<file path="src/rtl/mem_bus_pkg.sv">
// Shared encodings for the two-master memory bus arbiter.
// State and master ids used by the arbiter and its round-robin picker.
package mem_bus_pkg;

    typedef enum logic [1:0] {
        IDLE   = 2'd0,
        ACCESS = 2'd1,
        DONE   = 2'd2
    } state_t;

    localparam logic M0 = 1'b0;
    localparam logic M1 = 1'b1;

endpackage

</file>
<file path="src/rtl/bus_rr_select.sv">
// Two-way round-robin picker.
// On a tie the master that was not served last wins.
module bus_rr_select
    import mem_bus_pkg::*;
(
    input  logic [1:0] req,
    input  logic       last,
    output logic       valid,
    output logic       id
);

    always_comb begin
        valid = |req;
        id    = M0;
        unique case (1'b1)
            (&req):             id = ~last;
            (req[1] & ~req[0]): id = M1;
            default:            id = M0;
        endcase
    end

endmodule

</file>
<file path="src/rtl/mem_bus_arbiter.sv">
// Round-robin arbiter sharing the decoder master port between
// the core memory port (M0) and the UART loader (M1).
module mem_bus_arbiter
    import mem_bus_pkg::*;
#(
    parameter int ADDR_LENGTH = 32,
    parameter int DATA_LENGTH = 32,
    parameter int RD_LATENCY  = 1
) (
    input  logic                   clk,
    input  logic                   rst,
    input  logic                   m0_req,
    input  logic                   m0_we,
    input  logic [ADDR_LENGTH-1:0] m0_addr,
    input  logic [DATA_LENGTH-1:0] m0_wdata,
    output logic                   m0_gnt,
    output logic                   m0_done,
    output logic [DATA_LENGTH-1:0] m0_rdata,
    input  logic                   m1_req,
    input  logic                   m1_we,
    input  logic [ADDR_LENGTH-1:0] m1_addr,
    input  logic [DATA_LENGTH-1:0] m1_wdata,
    output logic                   m1_gnt,
    output logic                   m1_done,
    output logic [DATA_LENGTH-1:0] m1_rdata,
    output logic                   MemRead,
    output logic                   MemWrite,
    output logic [ADDR_LENGTH-1:0] AddrOut,
    output logic [DATA_LENGTH-1:0] DataOut,
    input  logic [DATA_LENGTH-1:0] DataIn
);

    localparam logic [2:0] LAST_CNT = 3'(RD_LATENCY - 1);

    state_t     state;
    logic [2:0] wait_cnt;
    logic       gnt_id;
    logic       last_gnt;
    logic       we_q;
    logic       pick_valid;
    logic       pick_id;
    logic       pick_we;

    bus_rr_select u_rr_select (
        .req   ({m1_req, m0_req}),
        .last  (last_gnt),
        .valid (pick_valid),
        .id    (pick_id)
    );

    assign pick_we = (pick_id == M1) ? m1_we : m0_we;

    always_ff @(posedge clk or negedge rst) begin
        if (!rst) begin
            state    <= IDLE;
            wait_cnt <= '0;
            gnt_id   <= M0;
            last_gnt <= M1;
            we_q     <= 1'b0;
            m0_gnt   <= 1'b0;
            m1_gnt   <= 1'b0;
            m0_done  <= 1'b0;
            m1_done  <= 1'b0;
            m0_rdata <= '0;
            m1_rdata <= '0;
            MemRead  <= 1'b0;
            MemWrite <= 1'b0;
            AddrOut  <= '0;
            DataOut  <= '0;
        end else begin
            unique case (state)
                IDLE: begin
                    if (pick_valid) begin
                        state    <= ACCESS;
                        gnt_id   <= pick_id;
                        we_q     <= pick_we;
                        wait_cnt <= '0;
                        AddrOut  <= (pick_id == M1) ? m1_addr : m0_addr;
                        DataOut  <= (pick_id == M1) ? m1_wdata : m0_wdata;
                        MemRead  <= ~pick_we;
                        MemWrite <= pick_we;
                        m0_gnt   <= (pick_id == M0);
                        m1_gnt   <= (pick_id == M1);
                    end
                end
                ACCESS: begin
                    // a write strobes once; the slave must not see a repeat
                    MemWrite <= 1'b0;
                    if (wait_cnt == LAST_CNT) begin
                        state   <= DONE;
                        MemRead <= 1'b0;
                        m0_done <= (gnt_id == M0);
                        m1_done <= (gnt_id == M1);
                        if (!we_q && gnt_id == M0) m0_rdata <= DataIn;
                        if (!we_q && gnt_id == M1) m1_rdata <= DataIn;
                    end else begin
                        wait_cnt <= wait_cnt + 3'd1;
                    end
                end
                DONE: begin
                    state    <= IDLE;
                    last_gnt <= gnt_id;
                    m0_done  <= 1'b0;
                    m1_done  <= 1'b0;
                    m0_gnt   <= 1'b0;
                    m1_gnt   <= 1'b0;
                end
                default: state <= IDLE;
            endcase
        end
    end

endmodule
</file>
<file path="config.mk">
export PLATFORM = sky130hd
export DESIGN_NAME = mem_bus_arbiter
export DESIGN_NICKNAME = d
export VERILOG_FILES = /design/src/rtl/mem_bus_pkg.sv /design/src/rtl/bus_rr_select.sv /design/src/rtl/mem_bus_arbiter.sv
export SDC_FILE = /design/constraint.sdc
export NUM_CORES = 1
export LEC_CHECK = 0
export ABC_AREA = 0
export BUFFER_PORTS_ARGS = -buffer_cell sky130_fd_sc_hd__buf_4
export CAP_MARGIN = 40
export CORE_ASPECT_RATIO = 0.7
export CORE_MARGIN = 2
export CORE_UTILIZATION = 46
export DETAILED_ROUTE_END_ITERATION = 12
export PLACE_DENSITY_LB_ADDON = 0.15
export SLEW_MARGIN = 10
export SYNTH_ARGS = -nofsm -noshare
export SYNTH_HDL_FRONTEND = slang
export SYNTH_SLANG_ARGS = --single-unit
export TNS_END_PERCENT = 1
</file>
<file path="constraint.sdc">
create_clock -name clk -period 2.11 [get_ports clk]
set_input_delay 0.1055 -clock clk [delete_from_list [all_inputs] [get_ports clk]]
set_output_delay 0.1055 -clock clk [all_outputs]
set_load 0.02 [all_outputs]
</file>
**Word level (Yosys, flattened, before mapping)**

Cells that the tools add are included.

- Flip-flop bits (word level): 142
- Input port bits: 166
- Output and inout port bits: 134
- Word-level logic and storage cells: 69

- Add/sub/neg operators: 1
- Equal/unequal tests: 5
- Multiplexer cells: 23
- Bitwise logic cells: 6
- Reduce and logical (&&, ||, !) cells: 19

Operators with widths:

| operator | count |
|---|---|
| 2-to-1 mux 32 bit | 2 |
| case mux 1 bit (2 select lines) | 7 |
| AND reduction 2 bit | 6 |
| AND reduction 3 bit | 4 |
| 2-to-1 mux 1 bit | 8 |
| 2-to-1 mux 3 bit | 2 |
| != test 2 bit, second input constant | 3 |
| case mux 3 bit (2 select lines) | 1 |
| nonzero test 2 bit | 3 |
| inverter 1 bit | 5 |
| 2-to-1 mux 2 bit | 2 |
| case mux 2 bit (2 select lines) | 1 |
| adder 3 x 1 -> 3 bit, second input constant | 1 |
| zero test 3 bit | 1 |
| equality test 2 x 1 -> 1 bit, second input constant | 1 |
| equality test 2 bit, second input constant | 1 |
| logical AND 1 bit | 2 |
| zero test 2 bit | 1 |
| OR reduction 2 bit | 1 |
| bitwise AND 1 bit | 1 |
| zero test 1 bit | 1 |

**Depth between registers and ports, before layout**

- Depth after elaboration: 7
- Gate-level depth with buffers: 7
- Depth with buffers taken out: 6

**By module**

A second synthesis with hierarchy kept.

- Cells, all modules: 478
- Area, all modules: 5940.7 um^2

Modules (own cells, without submodules):

| module | instances | cells an instance | area each (um^2) | sequential area each (um^2) |
|---|---|---|---|---|
| mem_bus_arbiter | 1 | 476 | 5926.9 | 3554.7 |
| bus_rr_select | 1 | 2 | 13.8 | 0.0 |

**Worst setup path after synthesis**

Ideal clock, no wire load.

- Path type: flip-flop to flip-flop
- Start point: register wait_cnt[0]
- End point: register m0_rdata[10]
- Library setup time: 0.125 ns
- Data arrival time: 1.668 ns
- Data required time: 1.985 ns
- Slack: 0.317 ns
- Stages on the path, launching flop included: 8
- Path buffers: 2
- Period minus slack after synthesis: 1.793 ns
- Cells stage by stage: dfrtp_1 > inv_1 > ha_1 > nand4bb_4 > or3_1 > buf_6 > buf_12 > mux2_4

- Word-level cells in the longest chain between the ends: 2

RTL lines:

| item | line | source |
|---|---|---|
| start: declaration | mem_bus_arbiter.sv:36 | `logic [2:0] wait_cnt;` |
| start signal: assignment | mem_bus_arbiter.sv:97 | `wait_cnt <= wait_cnt + 3'd1;` |
| zero test 3 bit | mem_bus_arbiter.sv:89 | `if (wait_cnt == LAST_CNT) begin` |
| AND reduction 3 bit (no line) | - |  |
| end signal: assignment | mem_bus_arbiter.sv:94 | `if (!we_q && gnt_id == M0) m0_rdata <= DataIn;` |
| end: declaration | mem_bus_arbiter.sv:18 | `output logic [DATA_LENGTH-1:0] m0_rdata,` |

Every way passes these cells.
A chain may end at the register's enable or synchronous reset.

**Worst setup path after layout**

- Start point: register wait_cnt[0]
- End point: register m0_rdata[15]

The elaborated chain is that of the path after synthesis.

==> reports/results.tsv <==
stage	metric	value	unit
outcome	status	finished, final reports clean	
route	dr_total_vias	5343	
setup_path	r2r_cells	6	
global_route	grtUsageTotal	27.9	%
setup_path	worstSetupEndpointType	register	
clock_tree	cts_tree	done	
cells_and_area	seq_area	0.00355	mm2
setup_path	worst_path_largest_cell_delay	0.46	ns
timing	final_max_slew_viol_count	0	
route	viasPerCell	5.44	
clock_tree	clock-sinks	142	
setup_path	cp.required	2.40	ns
power	vdd_drop_max	1.02	mV
synthesis	synth-seq-cells	142	
setup_path	critPathLaunchType	register	
timing	rsz0062_at_grt	no	
route	detail_route.wl_per_cell	19.4	um
route	routed_wl	19.1	mm
placed_design	port_buffers	299	
floorplan	die_area	0.0138	mm2
timing	tightest_slew	0.610	ns
setup_path	cp_data_arrival_time	2.27	ns
clock_tree	cts_setup_buffers	0	
power	p_leak	5.07	nW
synthesis	syn_nets	585	
synthesis	syn_inst	417	
cells_and_area	final_nets	975	
timing	timing.final.hold_violations	0	
cells_and_area	layout_common_cells	305 x buf_4, 141 x dfrtp_1, 97 x dlygate4sd3_1	
timing	setup_viol	0	
global_route	antenna_found_initial	0	
cells_and_area	fillers	708	
synthesis	ys_types	29	
setup_path	slowest_stage	or3_2	
setup_path	worstSetupPathType	reg2reg	
power	power_per_cell_area	1550	mW/mm2
cells_and_area	layout-drive-gt1-share	50.6	%
placed_design	dp.final_hpwl	12.4	mm
floorplan	fp.dieW	140	um
floorplan	io_pins	300	
flow_run	maxCapViolCount	0	
timing	final.setup_skew	0.0115	ns
clock_tree	htree_levels	4	
timing	relSlewSlack	59.3	%
clock_tree	root_buffer	clkbuf_16	
cells_and_area	diodes	0	
synthesis	yosysSeqAreaShare	59.9	%
floorplan	start_util	47.4	%
cells_and_area	syn2layout_area_growth	67.4	%
global_route	grt_pass1_vias	5875	
clock_tree	cts_buffers	17	
synthesis	synth_warnings	0	
floorplan	num_rows	34	
synthesis	synth_area_per_cell	14.2	um2
setup_path	worstPathCellList	inv_1, ha_1, nand4bb_4, or3_2, buf_12, mux2_4	
timing	period_share	93.7	%
timing	maxClockFrequency	506	MHz
floorplan	fp.coreArea	0.0125	mm2
global_route	grt_remaining_overflow	0	
route	drt-initial-drc-count	281	
floorplan	die_h	99.0	um
placed_design	gp_congestion	0.859	
timing	tns	0	ns
setup_path	cp_max_fo	32	
cells_and_area	final_common_cell	buf_4	
clock_tree	clockBufferDepth	2	
synthesis	syn_area	0.00593	mm2
timing	fin_crit	1.98	ns
global_route	grt_max_degree	66	
min_path	whs_path_depth	3	
global_route	grt_pass1_wl	30.4	mm
clock_tree	clock_latency	0.41	ns
route	dr.pass1.iters	5	
cells_and_area	multi_input_area	0.00219	mm2
min_path	holdCritPathClass	in2reg	
route	drtAntennaViolNets	0	
power	p_total	15.4	mW
clock_tree	cts.clk_slew.worst_paths	0.06	ns
route	drc	0	
power breakdown:
| part | total, mW | leakage, nW | switching [mW] | internal, mW |
|---|---|---|---|---|
| clock network | 3.11 | 0.290 | 1.23 | 1.89 |
| logic | 7.37 | 3.06 | 3.72 | 3.64 |
| registers | 4.95 | 1.71 | 0.874 | 4.08 |
| total | 15.4 | 5.07 | 5.82 | 9.61 |
metal layers:
metal	GRT usage [%]	part of all wire [%]	routed length, um
met1	33.2	39	7460
met2	48.1	50	9500
met4	11.2	3.4	656
met3	7.92	7.6	1460
met5	0	0	0
final cells by class:
type	count	area share [%]
clock inverter	14	1.83
sequential	142	35.8
inverter	5	0.189
timing repair buffer	407	33.7
clock buffer	18	4.32
tap	162	2.04
multi-input combinational	234	22.1
worst max-delay path: cells and delay by family, from the launching register on:
kind / cells / cell delay, ns
and+or+nand+nor: 2 / 0.61
DFF: 1 / 0.39
muxes: 1 / 0.32
buffers and inverters: 2 / 0.30
adders and majority gates: 1 / 0.23
per-stage QoR:
stage                     instance area, um2  instances  utilization, %  hold WS [ns]  setup WS, ns
after floorplan                         5930        417               -        -0.190         0.317
after detailed placement                8350        853            66.8        0.0496         0.152
final                                   9930        982            79.4        0.0189         0.134
after CTS                               9930        982            79.4       0.00902         0.141
after global placement                  8350        853            66.8        0.0426         0.192
after global routing                    9930        982            79.4        0.0165        0.0698
synthesized netlist by cell type:
master     number  share of area (%)
nand2_1         5               0.32
nand2b_1        3               0.32
or2_2           1               0.11
or3_1           2               0.21
o2bb2ai_1       2               0.30
mux2_4         30                7.6
buf_12          3                1.0
buf_2           7               0.59
buf_6           1               0.19
nand3_1         3               0.25
a21boi_0        1               0.13
ha_1            2               0.42
dfstp_2         1               0.44
dfrtp_1       141                 59
o22ai_1         1               0.11
and3_1         65                6.9
nand4bb_4       1               0.46
o41ai_1         1               0.15
mux2i_1         2               0.34
nor2b_1         1               0.11
a221o_1        64                 11
clkbuf_1       25                1.6
o211ai_1        1               0.13
inv_1           5               0.32
o221ai_1        1               0.15
mux2_2         35                6.6
a31o_2          1               0.15
nor2_1          5               0.32
o21ai_0         7               0.59
final timing paths:
path	from	slack (ns)	end
setup reg to reg	wait_cnt[0]	0.13	m0_rdata[15]
setup / recovery	wait_cnt[0]	0.13	m0_rdata[15]
hold reg to reg	m1_rdata[2]	0.51	m1_rdata[2]
max in group asynchronous	rst	1.24	AddrOut[2]
min in group asynchronous	rst	0.17	AddrOut[4]
hold / removal	m1_wdata[2]	0.02	DataOut[2]
state kept, by name, summed over array words and instances (netlist names):
| register | count |
|---|---|
| m1_gnt | 1 |
| DataOut | 32 |
| last_gnt | 1 |
| m0_gnt | 1 |
| m0_rdata | 32 |
| m0_done | 1 |
| AddrOut | 32 |
| MemWrite | 1 |
| gnt_id | 1 |
| we_q | 1 |
| MemRead | 1 |
| m1_rdata | 32 |
| state | 2 |
| m1_done | 1 |
| wait_cnt | 3 |
repair_timing:
item                                    4_1_cts  5_1_grt
hold buffers                                 97        0
endpoints found under the hold margin       167        0
resized for setup                             0        0
endpoints found under the setup margin        0        0
cell families after synthesis:
family | synth area share, %
AOI/OAI and AO/OA | 12.5
adders and majority gates | 0.422
buffers and inverters | 3.69
DFF | 59.9
muxes | 14.6
and+or+nand+nor | 8.94
Note: power is estimated with default switching activity, not from simulation.
